$ cat src/rtl/interrupt_controller.sv
// Edge-triggered interrupt controller: pending/enable registers, lowest-index-wins
// arbitration and an IDLE/REQ/SERVICE handshake with the CPU (ack, then eoi).
module interrupt_controller #(
    parameter int NUM_SRC = 4,
    parameter int ID_W    = 2
) (
    input  logic               clk,
    input  logic               rst_n,
    input  logic [NUM_SRC-1:0] src,
    input  logic               en_we,
    input  logic [NUM_SRC-1:0] en_wdata,
    input  logic               irq_ack,
    input  logic               irq_eoi,
    output logic               irq_req,
    output logic [ID_W-1:0]    irq_id,
    output logic               in_service,
    output logic [NUM_SRC-1:0] pending,
    output logic [NUM_SRC-1:0] enable
);

    typedef enum logic [1:0] {
        IDLE    = 2'd0,
        REQ     = 2'd1,
        SERVICE = 2'd2
    } state_t;

    state_t             state_q, state_d;
    logic [NUM_SRC-1:0] src_prev_q, src_prev_d;
    logic [NUM_SRC-1:0] pending_q, pending_d;
    logic [NUM_SRC-1:0] enable_q, enable_d;
    logic               irq_req_q, irq_req_d;
    logic [ID_W-1:0]    irq_id_q, irq_id_d;
    logic               in_service_q, in_service_d;

    logic [NUM_SRC-1:0] edges;
    logic [NUM_SRC-1:0] candidates;
    logic [NUM_SRC-1:0] clr_mask;
    logic [ID_W-1:0]    winner;
    logic               accept;

    always_comb begin
        edges      = src & ~src_prev_q;
        candidates = pending_q & enable_q;
        accept     = (state_q == REQ) && irq_ack;

        // Descending scan so the lowest set index is the last to be written.
        winner = '0;
        for (int unsigned i = NUM_SRC; i > 0; i--) begin
            if (candidates[i-1]) begin
                winner = ID_W'(i - 1);
            end
        end

        clr_mask = '0;
        for (int unsigned i = 0; i < NUM_SRC; i++) begin
            clr_mask[i] = accept && (irq_id_q == ID_W'(i));
        end

        src_prev_d = src;
        // A new edge on the source being acknowledged overrides the clear.
        pending_d  = (pending_q & ~clr_mask) | edges;
        enable_d   = en_we ? en_wdata : enable_q;
    end

    always_comb begin
        state_d      = state_q;
        irq_req_d    = irq_req_q;
        irq_id_d     = irq_id_q;
        in_service_d = in_service_q;
        case (state_q)
            IDLE: begin
                if (candidates != '0) begin
                    state_d      = REQ;
                    irq_req_d    = 1'b1;
                    irq_id_d     = winner;
                    in_service_d = 1'b0;
                end
            end
            REQ: begin
                if (irq_ack) begin
                    state_d      = SERVICE;
                    irq_req_d    = 1'b0;
                    in_service_d = 1'b1;
                end
            end
            SERVICE: begin
                if (irq_eoi) begin
                    state_d      = IDLE;
                    in_service_d = 1'b0;
                end
            end
            default: begin
                state_d      = IDLE;
                irq_req_d    = 1'b0;
                in_service_d = 1'b0;
            end
        endcase
    end

    always_ff @(posedge clk or negedge rst_n) begin
        if (!rst_n) begin
            state_q      <= IDLE;
            src_prev_q   <= '0;
            pending_q    <= '0;
            enable_q     <= '0;
            irq_req_q    <= 1'b0;
            irq_id_q     <= '0;
            in_service_q <= 1'b0;
        end else begin
            state_q      <= state_d;
            src_prev_q   <= src_prev_d;
            pending_q    <= pending_d;
            enable_q     <= enable_d;
            irq_req_q    <= irq_req_d;
            irq_id_q     <= irq_id_d;
            in_service_q <= in_service_d;
        end
    end

    assign irq_req    = irq_req_q;
    assign irq_id     = irq_id_q;
    assign in_service = in_service_q;
    assign pending    = pending_q;
    assign enable     = enable_q;

endmodule
$ cat config.mk
export PLATFORM = sky130hd
export DESIGN_NAME = interrupt_controller
export DESIGN_NICKNAME = d
export VERILOG_FILES = /design/src/rtl/interrupt_controller.sv
export SDC_FILE = /design/constraint.sdc
export NUM_CORES = 1
export LEC_CHECK = 0
export CAP_MARGIN = 15
export CORE_MARGIN = 1.5
export CORE_UTILIZATION = 42
export DETAILED_ROUTE_END_ITERATION = 8
export GPL_TIMING_DRIVEN = 0
export PLACE_DENSITY = 0.75
export SLEW_MARGIN = 20
export SYNTH_ARGS = -nofsm -noshare
export SYNTH_HDL_FRONTEND = slang
export SYNTH_SLANG_ARGS = --single-unit
$ cat constraint.sdc
create_clock -name clk -period 1.95 [get_ports clk]
set_clock_uncertainty 0.15 [all_clocks]
set_input_delay 0.585 -clock clk [delete_from_list [all_inputs] [get_ports clk]]
set_output_delay 0.585 -clock clk [all_outputs]
set_load 0.02 [all_outputs]
==> key figures <==
Power
  • Pwr Total: 1340 uW
  • Peak supply drop: 0.000673 V
  • Power density over the cells: 1330 nW/um2
  • Leak: 0.000434 uW

Clocking
  • Clock root cell: clkbuf_4
  • CTS tree: done
  • Clk slew on worst S/H paths: 0.10 ns
  • H-tree levels: 1
  • # hold bufs at CTS: 0
  • Skew-Pair Late Insertion Delay: 0.29 ns
  • Number of buffers created by CTS: 3
  • TritonCTS Sinks: 18
  • Clock Tree Buf Depth: 2

Critical path
  • Worst-path cell chain: dlygate4sd2_1
  • WP data required: 1.21 ns
  • Worst-path fanout max: 5
  • WP buf/inv: 1
  • Top Family by Delay on Critical Path: flip-flops
  • Critical path type: register to primary output
  • Critical Path AT: 1.07 ns
  • Slowest-stage cell, CP: dfrtp_1
  • Startpoint types: register
  • CP max stage delay: 0.43 ns
  • Reg2reg setup slack: 0.41 ns
  • Worst Setup End Kind: primary output

Floorplanning
  • Placeable Area: 1560 um2
  • Starting Density: 0.463
  • Num ports: 25
  • Placement Rows: 14
  • Die W: 44.5 um
  • Die area: 1980 um2
  • Die height: 44.5 um

Final layout
  • Post-route cell area: 1000 um2
  • # diodes: 0
  • Final layout net count: 102
  • Share of layout cells above drive strength 1: 0.102
  • Commonest non-fill, non-tap cells in the layout: 18 x dfrtp_1, 12 x clkdlybuf4s50_1, 12 x dlygate4sd2_1
  • Final design utilization: 0.644
  • Area delta synth->final: 39.0%
  • Commonest non-fill, non-tap cell in the layout: dfrtp_1

Route
  • Vias: 580
  • Via/cell ratio: 5.58
  • Post-route DRC: 0
  • Drt total wl: 1.47 mm
  • 1st-iter DRT viols: 20
  • Post-route ant nets: 0
  • Routed WL per cell: 14.1 um
  • 1st-pass router iterations: 6

Timing
  • Max transition margin: 0.486
  • Final min period: 1.81 ns
  • Fmax: 0.554 GHz
  • RSZ-0062 raised after global routing: false
  • Tcrit/Tclk final: 0.926
  • Worst-Margin Slew: 0.769 ns
  • Slew Limit Fails: 0
  • Count of final hold-check violations: 0
  • Final setup viols: 0

Yosys
  • Yosys warnings: 0
  • Yosys cell types: 21
  • Syn nets: 73
  • Seq/Total Area, Yosys: 0.624
  • Mapped Area: 722 um2
  • Avg Inst Size Synth: 12.0 um2
  • Synth Register Bits: 18
  • Cells after Synth: 60

Place
  • Dpl cell area: 982 um2
  • Port Buffers: 24
  • GP Congestion: 0.763
  • Hpwl dp: 1.12 mm

Job
  • Maximum Capacitance Violations: 0

Min path
  • Worst min path class: register to register

Global route
  • Gr ovfl total: 0
  • Antenna violations before repair: 0
  • Vias in the first global route: 583
  • Overall Global Routing Usage: 0.187
  • Largest net degree at the start of global routing: 19
  • First-pass GRT wire length: 2.60 mm

Status
  • Outcome: finished clean
[cell families (layout without fill, tap and decap cells)]
kind of cell / count (synthesis) / count (layout) / share of synthesized area
muxes: 4 / 4 / 0.0624
AOI/OAI and AO/OA: 20 / 20 / 0.191
buffers and inverters: 5 / 33 / 0.0260
and+or+nand+nor: 13 / 13 / 0.0971
DFF: 18 / 18 / 0.624
[layout make-up]
| class | count | area (um2) |
|---|---|---|
| fillers | 130 | 556 |
| flip-flops and latches | 18 | 450 |
| multi-input cells | 37 | 253 |
| repair buffers | 24 | 225 |
| clock buffers | 4 | 36.3 |
| well taps | 16 | 20.0 |
| inverters | 5 | 18.8 |
[state kept, by name, indices dropped and copies added (netlist names)]
signal	flops
in_service	1
irq_req	1
src_prev_q	4
enable	4
state_q	2
irq_id	2
pending	4
[what timing repair did]
action                                  in CTS  in global routing
endpoints found under the setup margin      12                  0
setup buffers                                0                  0
gates resized for setup                     12                  0
[metrics by stage]
stage	cells	hold WS [ns]	TNS, ns	worst slack (ns)
after floorplan	60	0.139	0	0.406
after global placement	100	0.256	-0.0939	-0.0939
after detailed placement	100	0.270	-0.0979	-0.0979
after CTS	104	0.284	0	0.129
after global routing	104	0.305	0	0.0739
final	104	0.281	0	0.144
[where the power goes]
group / switching, uW / total (uW) / internal [uW] / leakage (uW)
registers: 135 / 617 / 483 / 0.000203
logic: 268 / 499 / 231 / 0.000210
clock network: 109 / 223 / 114 / 0.0000210
[routing by layer]
layer | GRT usage | wire length [um]
met1 | 0.231 | 616
met2 | 0.301 | 755
met3 | 0.0735 | 99
met5 | 0 | 0
met4 | 0.0545 | 0
[cell usage after synthesis (all sizes together)]
library cell | n | area share
dfrtp | 18 | 0.62
o21ai | 6 | 0.042
a22o | 5 | 0.062
inv | 5 | 0.026
a21oi | 4 | 0.028
mux2 | 4 | 0.062
nor2 | 3 | 0.016
nand2 | 2 | 0.010
nor2b | 2 | 0.017
a211oi | 1 | 0.010
a221o | 1 | 0.014
a32o | 1 | 0.014
nand3 | 1 | 0.0069
nand3b | 1 | 0.010
nand4b | 1 | 0.012
nor3 | 1 | 0.0069
o211ai | 1 | 0.010
o31ai | 1 | 0.010
or2 | 1 | 0.0087
or3 | 1 | 0.0087
[path summary, 6_finish.rpt]
kind,from,end,cells after the start
min in group asynchronous,rst_n,src_prev_q[1]$_DFF_PN0_,1
worst min register to register,src_prev_q[3]$_DFF_PN0_,pending[3]$_DFF_PN0_,1
worst max-delay path,irq_id[0]$_DFFE_PN0P_,irq_id[0],1
max in group asynchronous,rst_n,enable[2]$_DFFE_PN0P_,1
worst min-delay path,src_prev_q[3]$_DFF_PN0_,pending[3]$_DFF_PN0_,1
worst max register to register,enable[1]$_DFFE_PN0P_,irq_req$_DFFE_PN0P_,3
No activity file was read; power rests on OpenSTA's default activity.
